`config.mk`:
```
export PLATFORM = sky130hd
export DESIGN_NAME = usb_rx_decoder
export DESIGN_NICKNAME = d
export VERILOG_FILES = /design/src/rtl/usb_pkg.sv /design/src/rtl/usb_rx_bit_timer.sv /design/src/rtl/usb_rx_decoder.sv
export SDC_FILE = /design/constraint.sdc
export NUM_CORES = 1
export LEC_CHECK = 0
export BUFFER_PORTS_ARGS = -buffer_cell sky130_fd_sc_hd__buf_2
export CAP_MARGIN = 20
export CORE_AREA = 2 2 70 72
export CTS_BUF_LIST = sky130_fd_sc_hd__clkbuf_16
export DETAILED_ROUTE_END_ITERATION = 16
export DIE_AREA = 0 0 72 74
export PLACE_DENSITY_LB_ADDON = 0.1
export SLEW_MARGIN = 5
export SYNTH_ARGS = -nofsm -noshare
export SYNTH_HDL_FRONTEND = slang
export SYNTH_SLANG_ARGS = --single-unit
```
`constraint.sdc`:
```
create_clock -name clk -period 2 [get_ports clk]
set_input_delay 0.3 -clock clk [delete_from_list [all_inputs] [get_ports clk]]
set_output_delay 0.3 -clock clk [all_outputs]
set_load 0.05 [all_outputs]
```
`src/rtl/usb_pkg.sv`:
```
// Shared types and constants for the full-speed USB receive path.
package usb_pkg;

    // Encoded as {D+, D-} so a synchronized line pair maps onto it bit for bit.
    typedef enum logic [1:0] {
        LS_SE0 = 2'b00,
        LS_K   = 2'b01,
        LS_J   = 2'b10,
        LS_SE1 = 2'b11
    } line_state_t;

    typedef enum logic [2:0] {
        IDLE  = 3'd0,
        SYNC  = 3'd1,
        DATA  = 3'd2,
        EOP   = 3'd3,
        ERROR = 3'd4
    } rx_state_t;

    localparam logic [7:0]  SYNC_PATTERN = 8'h80;
    localparam int unsigned STUFF_LIMIT  = 6;

    // NRZI: an unchanged line state carries a 1.
    function automatic logic nrzi_bit(input line_state_t cur, input line_state_t prev);
        return (cur == prev);
    endfunction

endpackage

```
`src/rtl/usb_rx_bit_timer.sv`:
```
// Line synchronizer and bit-period timer; sample_en marks mid-bit, re-aligned on every line edge.
module usb_rx_bit_timer
    import usb_pkg::*;
#(
    parameter int unsigned CLKS_PER_BIT = 8
) (
    input  logic        clk,
    input  logic        n_rst,
    input  logic        dplus,
    input  logic        dminus,
    input  logic        resync_en,
    output line_state_t line,
    output line_state_t line_prev,
    output logic        sample_en
);

    localparam int unsigned     CNT_W      = $clog2(CLKS_PER_BIT);
    localparam logic [CNT_W-1:0] CNT_MAX    = CNT_W'(CLKS_PER_BIT - 1);
    localparam logic [CNT_W-1:0] CNT_SAMPLE = CNT_W'(CLKS_PER_BIT / 2 - 1);

    logic [1:0]       dp_sync;
    logic [1:0]       dm_sync;
    logic [CNT_W-1:0] cnt;
    logic [CNT_W-1:0] cnt_next;

    assign line = line_state_t'({dp_sync[1], dm_sync[1]});

    always_ff @(posedge clk or negedge n_rst) begin
        if (!n_rst) begin
            dp_sync <= 2'b00;
            dm_sync <= 2'b00;
        end else begin
            dp_sync <= {dp_sync[0], dplus};
            dm_sync <= {dm_sync[0], dminus};
        end
    end

    always_comb begin
        cnt_next = cnt + 1'b1;
        if (resync_en && (line != line_prev)) begin
            cnt_next = '0;
        end else if (cnt == CNT_MAX) begin
            cnt_next = '0;
        end
    end

    // sample_en is registered off cnt_next so it is high exactly while cnt sits at mid-bit.
    always_ff @(posedge clk or negedge n_rst) begin
        if (!n_rst) begin
            line_prev <= LS_SE0;
            cnt       <= '0;
            sample_en <= 1'b0;
        end else begin
            line_prev <= line;
            cnt       <= cnt_next;
            sample_en <= (cnt_next == CNT_SAMPLE);
        end
    end

endmodule

```
`src/rtl/usb_rx_decoder.sv`:
```
// Full-speed USB receive front end: SYNC detect, NRZI decode, unstuffing, byte assembly, EOP.
module usb_rx_decoder
    import usb_pkg::*;
#(
    parameter int unsigned CLKS_PER_BIT = 8
) (
    input  logic       clk,
    input  logic       n_rst,
    input  logic       dplus_in,
    input  logic       dminus_in,
    output logic [7:0] rx_data,
    output logic       rx_data_valid,
    output logic       rx_packet_start,
    output logic       rx_packet_done,
    output logic       rx_error,
    output logic       rx_active
);

    localparam int unsigned      CNT_W    = $clog2(CLKS_PER_BIT);
    localparam logic [CNT_W-1:0] J_HOLD   = CNT_W'(CLKS_PER_BIT - 1);
    localparam logic [2:0]       ONES_MAX = 3'(STUFF_LIMIT);

    rx_state_t        state, state_next;
    line_state_t      line, line_prev;
    line_state_t      nrzi_prev, nrzi_prev_next;
    logic             sample_en;
    logic             bit_c;
    logic             byte_done_c;
    logic [7:0]       shift, shift_next;
    logic [2:0]       bit_cnt, bit_cnt_next;
    logic [2:0]       ones_cnt, ones_cnt_next;
    logic             eop_seen, eop_seen_next;
    logic [CNT_W-1:0] j_cnt, j_cnt_next;
    logic [7:0]       data_next;
    logic             valid_next, start_next, done_next, error_next, active_next;

    usb_rx_bit_timer #(.CLKS_PER_BIT(CLKS_PER_BIT)) u_bit_timer (
        .clk       (clk),
        .n_rst     (n_rst),
        .dplus     (dplus_in),
        .dminus    (dminus_in),
        .resync_en (state != ERROR),
        .line      (line),
        .line_prev (line_prev),
        .sample_en (sample_en)
    );

    always_ff @(posedge clk or negedge n_rst) begin
        if (!n_rst) state <= IDLE;
        else        state <= state_next;
    end

    always_comb begin
        state_next     = state;
        nrzi_prev_next = nrzi_prev;
        shift_next     = shift;
        bit_cnt_next   = bit_cnt;
        ones_cnt_next  = ones_cnt;
        eop_seen_next  = eop_seen;
        j_cnt_next     = j_cnt;
        byte_done_c    = 1'b0;
        bit_c          = nrzi_bit(line, nrzi_prev);
        case (state)
            IDLE: begin
                if (line_prev == LS_J && line == LS_K) begin
                    state_next     = SYNC;
                    nrzi_prev_next = LS_J;
                    bit_cnt_next   = '0;
                end
            end
            SYNC: begin
                if (sample_en) begin
                    nrzi_prev_next = line;
                    if (line == LS_SE0 || line == LS_SE1 || bit_c != SYNC_PATTERN[bit_cnt]) begin
                        state_next = ERROR;
                    end else if (bit_cnt == 3'd7) begin
                        state_next    = DATA;
                        bit_cnt_next  = '0;
                        ones_cnt_next = 3'd1;
                        shift_next    = '0;
                    end else begin
                        bit_cnt_next = bit_cnt + 3'd1;
                    end
                end
            end
            DATA: begin
                if (sample_en) begin
                    nrzi_prev_next = line;
                    if (line == LS_SE1) begin
                        state_next = ERROR;
                    end else if (line == LS_SE0) begin
                        state_next    = (bit_cnt == 3'd0) ? EOP : ERROR;
                        eop_seen_next = 1'b0;
                    end else if (ones_cnt == ONES_MAX) begin
                        // Stuffed bit: must be 0, never enters the byte.
                        if (bit_c) state_next = ERROR;
                        ones_cnt_next = '0;
                    end else begin
                        shift_next    = {bit_c, shift[7:1]};
                        ones_cnt_next = bit_c ? ones_cnt + 3'd1 : 3'd0;
                        bit_cnt_next  = bit_cnt + 3'd1;
                        byte_done_c   = (bit_cnt == 3'd7);
                    end
                end
            end
            EOP: begin
                if (sample_en) begin
                    if (line == LS_J)                       state_next = IDLE;
                    else if (line == LS_SE0 && !eop_seen)   eop_seen_next = 1'b1;
                    else                                    state_next = ERROR;
                end
            end
            ERROR: begin
                if (line != LS_J) begin
                    j_cnt_next = '0;
                end else if (j_cnt == J_HOLD) begin
                    state_next = IDLE;
                    j_cnt_next = '0;
                end else begin
                    j_cnt_next = j_cnt + 1'b1;
                end
            end
            default: state_next = IDLE;
        endcase
    end

    always_comb begin
        data_next   = rx_data;
        valid_next  = 1'b0;
        if (byte_done_c) begin
            data_next  = shift_next;
            valid_next = 1'b1;
        end
        start_next  = (state == SYNC) && (state_next == DATA);
        done_next   = (state == EOP) && (state_next == IDLE);
        error_next  = (state != ERROR) && (state_next == ERROR);
        active_next = (state_next == SYNC) || (state_next == DATA) || (state_next == EOP);
    end

    always_ff @(posedge clk or negedge n_rst) begin
        if (!n_rst) begin
            nrzi_prev       <= LS_J;
            shift           <= '0;
            bit_cnt         <= '0;
            ones_cnt        <= '0;
            eop_seen        <= 1'b0;
            j_cnt           <= '0;
            rx_data         <= '0;
            rx_data_valid   <= 1'b0;
            rx_packet_start <= 1'b0;
            rx_packet_done  <= 1'b0;
            rx_error        <= 1'b0;
            rx_active       <= 1'b0;
        end else begin
            nrzi_prev       <= nrzi_prev_next;
            shift           <= shift_next;
            bit_cnt         <= bit_cnt_next;
            ones_cnt        <= ones_cnt_next;
            eop_seen        <= eop_seen_next;
            j_cnt           <= j_cnt_next;
            rx_data         <= data_next;
            rx_data_valid   <= valid_next;
            rx_packet_start <= start_next;
            rx_packet_done  <= done_next;
            rx_error        <= error_next;
            rx_active       <= active_next;
        end
    end

endmodule

```
==> run summary <==
grt peak-use layer -> met2
Fillers -> 373
Nets -> 270
Hold/Removal Path Class -> primary input to register
CTS Buf Count -> 5
DP HPWL -> 3460 um
pre-CTS WS -> 2.45 ps
RSZ-0062 raised after global routing -> yes
WP depth -> 8
max incr delay on CP -> 350 ps
critical path class -> register to register
vias in the first global route -> 1767
GRT met3 Usage -> 4.74%
met1 Track Usage GR -> 22.5%
maximum VDD drop -> 0.000577 V
CP Capture Type -> register
Async SR Flop Fraction -> 100%
WL/cell -> 16.0 um
die area -> 5330 um2
clk_lat worst skew -> 290 ps
Synth Flop Type -> dfrtp_1
CTS tree -> built
Worst Path Max Fanout -> 3
Leak -> 1.30 nW
total number of vias -> 1774
Gate Count Post-Synth -> 216
layout cells sized above 1 -> 28.0%
Antenna Nets Post-Route -> 0
Final WS setup -> 42.5 ps
initial drt markers -> 109
Layout area overhead -> 26.9%
Finish-stage setup viols -> 0
Mapped Nets -> 233
Hold Vio Cnt, Final -> 0
port buffer count -> 16
Slew @ Worst Pin -> 437 ps
PwrDens -> 1130 nW/um2
CTS Buffer Depth -> 2
Ports -> 17
fin crit share -> 97.9%
die width -> 72 um
DR vias/cell -> 5.76
Clock transition at path regs -> 60 ps
Required @ worst endpoint -> 2170 ps
Fmax -> 0.511 GHz
YS warnings -> 0
# diodes -> 0
final setup TNS -> 0 ps
critical path buffer and inverter count -> 1
R2R cell count -> 8
Synth Register Bits -> 45
Root Buffer -> clkbuf_16
total gr overflow -> 0
Distinct cells, synth -> 44
Finished Layout Cells -> 308
core box area -> 4600 um2
total wire length after detailed routing -> 4940 um
first-pass GRT wire length -> 7950 um
H-tree depth -> 2
Slowest-stage cell, CP -> dfrtp_1
register area share after synthesis -> 51.5%
EDFF count, synth -> 0
initial antenna violation count -> 0
Worst setup SP type -> register
placed insts -> 298
max_cap viols -> 0
Design Power -> 3.13 mW
GPL Wtd Cong -> 0.954
Hold Crit Depth -> 1
DRC Markers -> 0
most frequent CP cell -> nor3_4
Tmin final -> 1960 ps
Setup Skew -> 4.85 ps
critical-path cell list -> ha_1 -> ha_2 -> buf_4 -> nand2_4 -> nor3_4 -> nor3_4 -> nor3_2 -> mux2_4
crit path DAT -> 2130 ps
Pre-Repair DR Iteration Count -> 4
Avg Cell Area, Syn -> 10.1 um2
clk sinks -> 45
Cell Area, Synth -> 2190 um2
Site Rows -> 25
initial core utilization -> 47.6%
met2 GRT Util -> 34.3%
largest net degree at the start of global routing -> 46
GRT Overall Usage -> 19.6%
status -> complete, no violations
height of the die -> 74 um
Slew HR -> 70.8%
Crit path max-delay family -> simple AND/OR/NAND/NOR gates
Final Max Tran Viols -> 0
[state kept, by name, indices dropped and copies added, names as in the netlist]
register and count:
ones_cnt 3, nrzi_prev 2, rx_data 8, u_bit_timer.cnt 3, eop_seen 1, rx_data_valid 1
rx_error 1, u_bit_timer.dp_sync 2, j_cnt 3, bit_cnt 3, rx_active 1, shift 7
u_bit_timer.line_prev 2, u_bit_timer.sample_en 1, u_bit_timer.dm_sync 2, state 3, rx_packet_start 1, rx_packet_done 1
[cells by family after synthesis]
kind of cell | count (synthesis) | share of synthesized area (%)
muxes | 1 | 0.515
adders and majority gates | 13 | 7.43
xor gates and xnor gates | 6 | 2.40
DFF | 45 | 51.5
and+or+nand+nor | 76 | 18.9
AOI/OAI and AO/OA | 54 | 15.2
buffers and inverters | 21 | 4.00
[cells in the mapped netlist, drive strengths merged, types with 2 or more instances]
library cell,instances,area (um2)
clkbuf,3,11.3
dfrtp,44,1100
nor2b,2,12.5
and3,2,12.5
or3,4,25.0
o31ai,3,22.5
ha,13,163
nand2,30,113
buf,7,35.0
nor3b,3,27.5
or3b,2,17.5
xor2,2,17.5
a21boi,3,22.5
o21ai,20,104
and2,2,12.5
or4,2,15.0
nor4,5,46.3
a31oi,2,12.5
nor3,6,40.0
xnor2,4,35.0
a21oi,16,83.8
o32ai,3,26.3
inv,11,41.3
nor2,10,37.5
nand2b,4,25.0
[per-layer routing]
metal,up-vias,routed length (um)
met1,877,2130
met3,11,199
met4,0,107
li1,833,-
met5,-,0
met2,53,2500
[cells in the final DEF (no fill, tap or decap), types with 2 or more instances in the layout]
master / Yosys / layout
nor3b_1: 2 / 2
nand2_1: 30 / 28
buf_4: 0 / 22
xnor2_1: 4 / 4
o21ai_1: 1 / 3
clkbuf_16: 0 / 5
ha_1: 13 / 10
dfrtp_1: 44 / 44
nor3_1: 4 / 2
nor2b_1: 2 / 2
a21boi_0: 3 / 2
a21oi_4: 0 / 2
a21oi_1: 15 / 14
inv_1: 11 / 10
bufinv_16: 0 / 2
ha_2: 0 / 3
or3_1: 4 / 4
o21ai_0: 18 / 16
and3_1: 2 / 2
nor4_1: 4 / 3
o31ai_1: 3 / 3
nor3_4: 0 / 2
o32ai_1: 3 / 2
nor2_1: 10 / 10
nor3_2: 2 / 2
nand2b_1: 4 / 4
and2_1: 2 / 2
buf_2: 7 / 16
[what timing repair did]
| action | 4_1_cts | 5_1_grt |
|---|---|---|
| setup buffers | 0 | 1 |
| endpoints found under the hold margin | 30 | 0 |
| pin swaps | 0 | 3 |
| gates resized for setup | 1 | 23 |
| endpoints found under the setup margin | 1 | 18 |
| hold buffers | 1 | 0 |
[layout make-up]
class | instances | area [um2] | share of cell area [%]
clock buffers | 5 | 125 | 4.50
flip-flops and latches | 45 | 1130 | 40.6
repair buffers | 40 | 275 | 9.91
clock inverters | 3 | 65.1 | 2.34
inverters | 11 | 41.3 | 1.49
multi-input cells | 150 | 1080 | 38.7
well taps | 54 | 67.6 | 2.43
[path summary, 6_finish.rpt]
| check | slack [ps] | end | from |
|---|---|---|---|
| max in group asynchronous | 1220 | nrzi_prev[1] | n_rst |
| min | 120 | u_bit_timer.dm_sync[0] | dminus_in |
| max | 40 | bit_cnt[2] | bit_cnt[0] |
| min in group asynchronous | 510 | rx_data_valid | n_rst |
| min reg2reg | 350 | u_bit_timer.dm_sync[1] | u_bit_timer.dm_sync[0] |
| max reg2reg | 40 | bit_cnt[2] | bit_cnt[0] |
[through the flow]
stage	util, %	hold slack (ps)	area [um2]
final	60.4	117	2780
after global routing	60.4	109	2780
after CTS	58.2	118	2680
after detailed placement	53.8	298	2470
after global placement	53.8	292	2470
after floorplan	-	4.41	2200
[where the power goes]
part	switching, mW	internal, mW
Combinational	0.578	0.380
Sequential	0.0880	1.03
Clock	0.345	0.713
Note: power is estimated with default switching activity, not from simulation.
